<file path="src/rtl/inst_enc_pkg.sv">
// Shared definitions for the RV32I instruction encoder: format indices,
// opcode constants, request/word payloads and immediate range helpers.
package inst_enc_pkg;

    localparam int unsigned XLEN  = 32;
    localparam int unsigned FMT_W = 6;
    localparam int unsigned OPC_W = 7;
    localparam int unsigned REG_W = 5;
    localparam int unsigned F3_W  = 3;
    localparam int unsigned F7_W  = 7;

    localparam int unsigned FMT_R = 0;
    localparam int unsigned FMT_I = 1;
    localparam int unsigned FMT_S = 2;
    localparam int unsigned FMT_B = 3;
    localparam int unsigned FMT_U = 4;
    localparam int unsigned FMT_J = 5;

    localparam logic [OPC_W-1:0] OP_LUI    = 7'h37;
    localparam logic [OPC_W-1:0] OP_AUIPC  = 7'h17;
    localparam logic [OPC_W-1:0] OP_JAL    = 7'h6F;
    localparam logic [OPC_W-1:0] OP_JALR   = 7'h67;
    localparam logic [OPC_W-1:0] OP_BRANCH = 7'h63;
    localparam logic [OPC_W-1:0] OP_LOAD   = 7'h03;
    localparam logic [OPC_W-1:0] OP_STORE  = 7'h23;
    localparam logic [OPC_W-1:0] OP_IMM    = 7'h13;
    localparam logic [OPC_W-1:0] OP_REG    = 7'h33;

    typedef struct packed {
        logic [FMT_W-1:0] fmt;
        logic [OPC_W-1:0] opcode;
        logic [REG_W-1:0] rd;
        logic [REG_W-1:0] rs1;
        logic [REG_W-1:0] rs2;
        logic [F3_W-1:0]  funct3;
        logic [F7_W-1:0]  funct7;
        logic [XLEN-1:0]  imm;
    } enc_req_t;

    typedef struct packed {
        logic [XLEN-1:0] inst;
        logic            err;
    } enc_word_t;

    // Exactly one format bit set.
    function automatic logic fmt_onehot(input logic [FMT_W-1:0] f);
        return (f != '0) && ((f & (f - FMT_W'(1))) == '0);
    endfunction

    // True when v[XLEN-1:lsb] are all copies of the sign bit.
    function automatic logic sext_fits(input logic [XLEN-1:0] v, input int unsigned lsb);
        logic [XLEN-1:0] s;
        s = XLEN'($signed(v) >>> lsb);
        return (s == '0) || (s == '1);
    endfunction

endpackage

</file>
<file path="src/rtl/inst_enc_comb.sv">
// Combinational RV32I field packer: assembles the instruction word for the
// selected format and flags immediates that the format cannot represent.
module inst_enc_comb
    import inst_enc_pkg::*;
(
    input  enc_req_t        i_req,
    output logic [XLEN-1:0] o_inst_c,
    output logic            o_err_c
);

    logic [XLEN-1:0] w_word;
    logic            w_err;
    logic [XLEN-1:0] w_imm;

    assign w_imm = i_req.imm;

    always_comb begin
        w_word = '0;
        w_err  = 1'b0;
        if (!fmt_onehot(i_req.fmt)) begin
            w_err = 1'b1;
        end else if (i_req.fmt[FMT_R]) begin
            w_word = {i_req.funct7, i_req.rs2, i_req.rs1, i_req.funct3, i_req.rd, i_req.opcode};
        end else if (i_req.fmt[FMT_I]) begin
            w_word = {w_imm[11:0], i_req.rs1, i_req.funct3, i_req.rd, i_req.opcode};
            w_err  = !sext_fits(w_imm, 11);
        end else if (i_req.fmt[FMT_S]) begin
            w_word = {w_imm[11:5], i_req.rs2, i_req.rs1, i_req.funct3, w_imm[4:0], i_req.opcode};
            w_err  = !sext_fits(w_imm, 11);
        end else if (i_req.fmt[FMT_B]) begin
            w_word = {w_imm[12], w_imm[10:5], i_req.rs2, i_req.rs1, i_req.funct3,
                      w_imm[4:1], w_imm[11], i_req.opcode};
            w_err  = w_imm[0] || !sext_fits(w_imm, 12);
        end else if (i_req.fmt[FMT_U]) begin
            w_word = {w_imm[31:12], i_req.rd, i_req.opcode};
            w_err  = (w_imm[11:0] != '0);
        end else begin
            w_word = {w_imm[20], w_imm[10:1], w_imm[11], w_imm[19:12], i_req.rd, i_req.opcode};
            w_err  = w_imm[0] || !sext_fits(w_imm, 20);
        end
    end

    // Unencodable requests still produce a word, forced to zero.
    assign o_inst_c = w_err ? '0 : w_word;
    assign o_err_c  = w_err;

endmodule

</file>
<file path="src/rtl/inst_enc.sv">
// Two-stage valid/ready RV32I instruction encoder with a saturating count
// of delivered error words.
module inst_enc
    import inst_enc_pkg::*;
#(
    parameter int unsigned ERR_CNT_W = 8
) (
    input  logic                 i_clk,
    input  logic                 i_rst_n,
    input  logic                 i_valid,
    output logic                 o_ready,
    input  logic [FMT_W-1:0]     i_format,
    input  logic [OPC_W-1:0]     i_opcode,
    input  logic [REG_W-1:0]     i_rd,
    input  logic [REG_W-1:0]     i_rs1,
    input  logic [REG_W-1:0]     i_rs2,
    input  logic [F3_W-1:0]      i_funct3,
    input  logic [F7_W-1:0]      i_funct7,
    input  logic [XLEN-1:0]      i_imm,
    output logic                 o_valid,
    input  logic                 i_ready,
    output logic [XLEN-1:0]      o_inst,
    output logic                 o_err,
    output logic [ERR_CNT_W-1:0] o_err_cnt,
    input  logic                 i_clr_err
);

    logic                 r_s1_valid;
    enc_req_t             r_s1_req;
    logic                 r_s1_err;
    logic                 r_s2_valid;
    enc_word_t            r_s2_word;
    logic [ERR_CNT_W-1:0] r_err_cnt;

    enc_req_t             w_req;
    logic                 w_s2_load;
    logic                 w_s1_move;
    logic                 w_s1_load;
    logic                 w_out_xfer;
    logic [XLEN-1:0]      w_inst;
    logic                 w_err;
    logic                 w_in_err;
    logic [XLEN-1:0]      w_in_inst;

    assign w_req = '{fmt: i_format, opcode: i_opcode, rd: i_rd, rs1: i_rs1, rs2: i_rs2,
                     funct3: i_funct3, funct7: i_funct7, imm: i_imm};

    // Handshake: S2 frees when empty or accepted; S1 frees when empty or moving on.
    assign w_s2_load  = !r_s2_valid || i_ready;
    assign w_s1_move  = r_s1_valid && w_s2_load;
    assign o_ready    = !r_s1_valid || w_s1_move;
    assign w_s1_load  = i_valid && o_ready;
    assign w_out_xfer = r_s2_valid && i_ready;

    // Error flag is resolved on the way into S1; the word is packed from S1 into S2.
    inst_enc_comb u_in_chk (
        .i_req    (w_req),
        .o_inst_c (w_in_inst),
        .o_err_c  (w_in_err)
    );

    inst_enc_comb u_pack (
        .i_req    (r_s1_req),
        .o_inst_c (w_inst),
        .o_err_c  (w_err)
    );

    always_ff @(posedge i_clk or negedge i_rst_n) begin
        if (!i_rst_n) begin
            r_s1_valid <= 1'b0;
            r_s1_req   <= '0;
            r_s1_err   <= 1'b0;
        end else if (w_s1_load) begin
            r_s1_valid <= 1'b1;
            r_s1_req   <= w_req;
            r_s1_err   <= w_in_err;
        end else if (w_s1_move) begin
            r_s1_valid <= 1'b0;
        end
    end

    always_ff @(posedge i_clk or negedge i_rst_n) begin
        if (!i_rst_n) begin
            r_s2_valid <= 1'b0;
            r_s2_word  <= '0;
        end else if (w_s2_load) begin
            r_s2_valid <= r_s1_valid;
            if (r_s1_valid) begin
                r_s2_word.err  <= r_s1_err;
                r_s2_word.inst <= r_s1_err ? '0 : w_inst;
            end
        end
    end

    // Clear wins over a same-cycle increment; count sticks at all-ones.
    always_ff @(posedge i_clk or negedge i_rst_n) begin
        if (!i_rst_n) begin
            r_err_cnt <= '0;
        end else if (i_clr_err) begin
            r_err_cnt <= '0;
        end else if (w_out_xfer && r_s2_word.err && (r_err_cnt != '1)) begin
            r_err_cnt <= r_err_cnt + ERR_CNT_W'(1);
        end
    end

    assign o_valid   = r_s2_valid;
    assign o_inst    = r_s2_word.inst;
    assign o_err     = r_s2_word.err;
    assign o_err_cnt = r_err_cnt;

    // Packed copy of the S1 word is unused when S1 has its own error flag.
    logic w_unused;
    assign w_unused = ^{w_in_inst, w_err};

endmodule
</file>
<file path="config.mk">
export PLATFORM = sky130hd
export DESIGN_NAME = inst_enc
export DESIGN_NICKNAME = d
export VERILOG_FILES = /design/src/rtl/inst_enc_pkg.sv /design/src/rtl/inst_enc_comb.sv /design/src/rtl/inst_enc.sv
export SDC_FILE = /design/constraint.sdc
export NUM_CORES = 1
export LEC_CHECK = 0
export ABC_AREA = 1
export CAP_MARGIN = 20
export CORE_ASPECT_RATIO = 0.6
export CORE_MARGIN = 2
export CORE_UTILIZATION = 40
export DETAILED_ROUTE_END_ITERATION = 6
export HOLD_SLACK_MARGIN = 0.12
export SYNTH_ARGS = -nofsm -noshare
export SYNTH_HDL_FRONTEND = slang
export SYNTH_SLANG_ARGS = --single-unit
</file>
<file path="constraint.sdc">
create_clock -name i_clk -period 2.35 [get_ports i_clk]
set_input_delay 0.47 -clock i_clk [delete_from_list [all_inputs] [get_ports i_clk]]
set_output_delay 0.47 -clock i_clk [all_outputs]
set_load 0.03 [all_outputs]
</file>
After elaboration in Yosys (flattened, before gate mapping)
Index checks and enable logic that the tools add are counted.
{ "word_totals": {"n_memories": 0, "output_inout_bits": 43, "romBits": 0, "ramBits": 0, "latchBits": 0, "regBits": 114} }
{ "classes": {"n_mul": 0, "n_bitwise": 2, "n_eq_ne": 7, "div": 0, "n_reduce_logical": 42, "add_sub_neg": 3, "mux": 24, "shift": 0, "n_lt_le_gt_ge": 0} }
{ "ops": {"columns": ["operator", "n"], "rows": [
  ["$mux W32", 8],
  ["$eq A32 B32 Y1 const B", 6],
  ["$logic_not A32 Y1", 6],
  ["$reduce_bool A12 Y1", 2],
  ["$mux W8", 2],
  ["$mux W1", 14],
  ["$and A6 B6 Y6", 2],
  ["$logic_not A6 Y1", 2],
  ["$logic_or A1 B1 Y1", 12],
  ["$reduce_bool A6 Y1", 2],
  ["$sub A6 B1 Y6 const B", 2],
  ["$add A8 B1 Y8 const B", 1],
  ["$logic_not A1 Y1", 8],
  ["$ne A8 B8 Y1 const B", 1],
  ["$logic_and A1 B1 Y1", 7],
  ["$reduce_bool A2 Y1", 2],
  ["$reduce_and A2 Y1", 1]
]} }

Longest topological paths before layout
Gate-level depths: netlist of the first run.
{ "logic_depth": {"depth_word": 12, "ltp_mapped": 14} }

Hierarchy
A second synthesis of the first run with hierarchy kept.
{ "hier_totals": {"cells_unflattened": 844, "area_unflattened_um2": 6551.3} }
{ "modules_own_cells": {"columns": ["module", "area_per_inst_um2", "seq_area_each_um2", "n_inst", "cells_per_inst"], "rows": [
  ["inst_enc", 4534.3, 2852.7, 1, 456],
  ["inst_enc_comb", 1008.5, 0.0, 2, 194]
]} }

Worst setup path after synthesis of the first run
Ideal clock, no wire load.
{ "synth_timing": {"path_kind": "register to register", "startpoint": "register r_s2_valid, in the netlist o_valid", "endpoint": "register r_s1_req[11] (netlist name)", "synth_period_minus_slack_ns": 1.779, "setup_slack_ns": 0.571, "path_buffers": 1, "arrival_ns": 1.647, "stages_incl_launch_ff": 7, "cell_sequence": "dfrtp_1 nand3_1 nand2_1 inv_2 clkbuf_1 nand2_1 o21ai_0"} }
{ "synth_between": {"elab_chain_len": 5} }
{ "synth_rtl": {"columns": ["item", "line", "source"], "rows": [
  ["start: declaration", "inst_enc.sv:31", "logic r_s2_valid;"],
  ["start signal: assignment", "inst_enc.sv:87", "r_s2_valid <= r_s1_valid;"],
  ["$logic_not A1 Y1", "inst_enc.sv:49", "assign w_s2_load = !r_s2_valid || i_ready;"],
  ["$logic_or A1 B1 Y1", "inst_enc.sv:49", null],
  ["$logic_and A1 B1 Y1", "inst_enc.sv:50", "assign w_s1_move = r_s1_valid && w_s2_load;"],
  ["$logic_or A1 B1 Y1", "inst_enc.sv:51", "assign o_ready = !r_s1_valid || w_s1_move;"],
  ["via o_ready", "inst_enc.sv:11", "output logic o_ready,"],
  ["$logic_and A1 B1 Y1", "inst_enc.sv:52", "assign w_s1_load = i_valid && o_ready;"],
  ["end signal: assignment", "inst_enc.sv:75", "r_s1_req <= w_req;"],
  ["end: declaration", "inst_enc.sv:29", "enc_req_t r_s1_req;"]
]} }
The timed path passes the listed nets, and every way through them passes these cells.
A chain may end at the register's enable or synchronous reset.

Worst setup path in the final report of the first run
{ "layout_timing": {"startpoint": "register r_s1_req[66] (netlist name)", "endpoint": "register r_s2_word (netlist bit o_inst[16])"} }
{ "layout_between": {"elab_chain_len": 7, "elab_cells_between_ends": 15, "cone_classes": "add/sub (1); mux (10); bitwise (1); reduce/logical (3)"} }
{ "layout_rtl": {"columns": ["item", "line", "source"], "rows": [
  ["$sub A6 B1 Y6", "inst_enc_pkg.sv:47", "return (f != '0) && ((f & (f - FMT_W'(1))) == '0);"],
  ["$and A6 B6 Y6", "inst_enc_pkg.sv:47", null],
  ["$logic_not A6 Y1", "inst_enc_pkg.sv:47", null],
  ["$logic_and A1 B1 Y1", "inst_enc_pkg.sv:47", null],
  ["$mux W32 or $mux W1 (tied branches)", "inst_enc_comb.sv:20", "if (!fmt_onehot(i_req.fmt)) begin"],
  ["$mux W32 (*)", "inst_enc_comb.sv:44", "assign o_inst_c = w_err ? '0 : w_word;"],
  ["$mux W32 (*)", "inst_enc.sv:90", "r_s2_word.inst <= r_s1_err ? '0 : w_inst;"],
  ["end: declaration", "inst_enc.sv:32", "enc_word_t r_s2_word;"]
]} }
Mark *: on every way between the ends. The rest lies on a longest branch, timed or not.

==> impl_metrics.tcl, run 1 <==
set metrics [dict create \
    synthesis.area_um2 5780 \
    stdcell_area_um2 7790 \
    tritoncts "done" \
    slew_violations 0 \
    tightest_slew_ns 0.574 \
    cp_slowest_cell "dfrtp_1" \
    initial_utilization 0.416 \
    dr.pass1.iters 5 \
    finalCritPeriodShare 0.868 \
    sw_frac_of_total 0.301 \
    h-tree-depth 4 \
    hold_path_class "register to register" \
    min_from "o_inst[29]$_DFFE_PN0P_" \
    min_to "o_inst[29]$_DFFE_PN0P_" \
    r2r_cells 8 \
    yosysSeqAreaShare 0.494 \
    final_common_cell "nand2_1" \
    fin_cells 1074 \
    tns_ns 0 \
    grt_usage 0.224 \
    postSynthCellCount 752 \
    yosys_warnings 0 \
    yosys_register_bits 114 \
    power.density_nw_per_um2 810 \
    sequentialPowerShare 0.379 \
    place_hpwl_mm 11.9 \
    worstPathRequired_ns 2.70 \
    vias 5409 \
    clkTransAtPathRegs_ns 0.06 \
    maxSlewHeadroom 0.618 \
    antenna_found_initial 0 \
    cts_root_buf "clkbuf_16" \
    start_kind "register" \
    grt_pass1_vias 5295 \
    clock_skew_ns 0.00831 \
    path_delay_family "simple AND/OR/NAND/NOR gates" \
    die_y_um 97.1 \
    p_sw_mw 1.90 \
    fin_hold_ws_ns 0.477 \
    cp.arrival_ns 2.39 \
    clk_latency_ns 0.41 \
    combinationalPowerShare 0.198 \
    ioPinCount 118 \
    outcome "completed" \
    grt-ovfl-total 0 \
    final_cell_mix "nand2_1, clkdlybuf4s50_1, dfrtp_1, o21ai_0, inv_1" \
    die_x_um 159 \
    dieArea_um2 15500 \
    fmax_ghz 0.490 \
    post-place-ws_ns 0.273 \
    pwr-share-clk 0.423 \
    p_leak_nw 3.76 \
    drt_iter0_drc 395 \
    critPathMaxStageDelay_ns 0.49 \
    rsz0062_at_grt "no" \
    viasPerCell 5.04 \
    holdPathStages 2 \
    p_int_mw 4.41 \
    maxCapViolations 0 \
    vdd_drop_max_v 0.000418 \
    crit_fanout 32 \
    post-place-cells 1043 \
    crit_buf_inv 2 \
    crit_type "register to register" \
    postPlaceCellArea_um2 7170 \
    r2r_end "o_inst[16]$_DFFE_PN0P_" \
    io_buffers 117 \
    setup_slack_ns 0.310 \
    synth.avg_cell_area_um2 7.68 \
    cts_made_buffers 17 \
    finalWirelength_mm 16.5 \
    finalHoldViolations 0 \
    std_cell_rows 33 \
    grt_pass1_wl_mm 27.4 \
    wl_per_cell_um 15.4 \
    r2r-start "r_s1_req[66]$_DFFE_PN0P_" \
    clock_path_buffers 2 \
    setup_violations 0 \
    area_delta_synth_final_pct 34.9 \
    nets 947 \
    cts.sinks 114 \
    core_um2 13900 \
    cp-end-kind "register" \
    drc 0 \
    detail-route-antenna-nets 0 \
    rrSetupSlack_ns 0.31 \
    grt_start_max_net_pins 72 \
    synth_cell_type_count 36 \
    fin_crit_ns 2.04 \
    antenna_cells 0 \
    place_congestion 0.898 \
    crit_chain "nor2_4 > nand2_2 > inv_2 > nor2_1 > nor3_4 > buf_12 > nand3_1 > nand2_1" \
    drive_gt1_frac 0.0850 \
    syn_nets 828 \
]
## metal layers
metal / track usage / up-vias / part of all wire
li1: - / 2654 / -
met1: 0.345 / 2572 / 0.53
met2: 0.309 / 165 / 0.40
met3: 0.0546 / 18 / 0.059
met4: 0.0622 / 0 / 0.011
met5: 0 / - / 0
## Yosys cell counts, drive strengths merged
cell | n | area share
o21ai | 87 | 0.075
a21oi | 23 | 0.020
nand2 | 246 | 0.16
nand3b | 1 | 0.0013
mux2 | 3 | 0.0058
inv | 81 | 0.053
dfrtp | 114 | 0.49
o211ai | 10 | 0.013
o31ai | 1 | 0.0013
o2111ai | 1 | 0.0015
nor2 | 73 | 0.051
a22oi | 1 | 0.0022
nor3 | 7 | 0.0089
xor2 | 4 | 0.0061
nand3 | 47 | 0.050
o22ai | 2 | 0.0032
o21a | 1 | 0.0013
nand4 | 15 | 0.017
nor4 | 4 | 0.0043
ha | 1 | 0.0022
buf | 12 | 0.015
clkbuf | 18 | 0.012
## logic make-up after synthesis
family                   after synthesis  share of synthesized area
adder cells (fa/ha/maj)                1                    0.00217
multiplexers                           3                    0.00585
flip-flops                           114                      0.494
AO/OA/AOI/OAI                        126                      0.118
AND/OR/NAND/NOR                      393                      0.295
XOR/XNOR                               4                    0.00606
buffers and inverters                111                     0.0793
## metrics by stage
step | total power, mW | utilization
after floorplan | 3.12 | -
after global placement | 3.62 | 0.517
after detailed placement | 3.65 | 0.517
after CTS | 6.33 | 0.562
after global routing | 6.58 | 0.562
final | 6.31 | 0.562
## power groups by stage
stage / Clock, mW / Combinational (mW) / Sequential, mW
after floorplan: 0 / 0.691 / 2.43
after global placement: 0 / 1.22 / 2.40
after detailed placement: 0 / 1.24 / 2.41
after CTS: 2.69 / 1.26 / 2.38
after global routing: 2.77 / 1.40 / 2.42
final: 2.67 / 1.25 / 2.39
## area by class of cell
type                            count  area, um^2
Clock buffer                       21         480
Sequential cell                   114        2850
Fill cell                        1269        6080
Clock inverter                      9         130
Timing Repair Buffer              130        1320
Inverter                           81         304
Tap cell                          192         240
Multi-Input combinational cell    527        2470
## worst max path at each step
stage,start,to,slack (ns),cells past startpoint
4_1_cts,o_err_cnt[6]$_DFFE_PN0P_,o_err_cnt[6],0.31,1
3_5_place_dp,i_format[0],r_s1_err$_DFFE_PN0P_,0.27,9
6_report,r_s1_req[66]$_DFFE_PN0P_,o_inst[16]$_DFFE_PN0P_,0.31,8
5_1_grt,r_s1_req[66]$_DFFE_PN0P_,o_inst[30]$_DFFE_PN0P_,0.13,7
3_3_place_gp,i_imm[30],r_s1_err$_DFFE_PN0P_,0.30,7
2_1_floorplan,o_valid$_DFFE_PN0P_,r_s1_req[11]$_DFFE_PN0P_,0.57,6
## registers in the layout, indices dropped and copies added (netlist names)
name and flops:
o_err 1, o_valid 1, r_s1_req 70, r_s1_valid 1, r_s1_err 1, o_inst 32
o_err_cnt 8
## worst min-delay path: cells and delay by family, from the launching register on
| kind | cells | cell delay (ns) |
|---|---|---|
| flip-flops | 1 | 0.34 |
| AND/OR/NAND/NOR | 2 | 0.10 |
## repair_timing
action,CTS,global route
buffers inserted,0,0
hold buffers,1,0
hold endpoints to repair,40,0
resized for setup,0,0
No activity file was read; power rests on OpenSTA's default activity.
==> inputs of run 2 (changes only) <==
SLEW_MARGIN = 20   (was unset)
==> results of run 2 <==
Final layout, timing and power as in run 1 (identical DEF).
==> inputs of run 3 (changes only) <==
GPL_ROUTABILITY_DRIVEN = 0   (was unset)
==> results of run 3 <==
Final layout, timing and power as in run 1 (identical DEF).
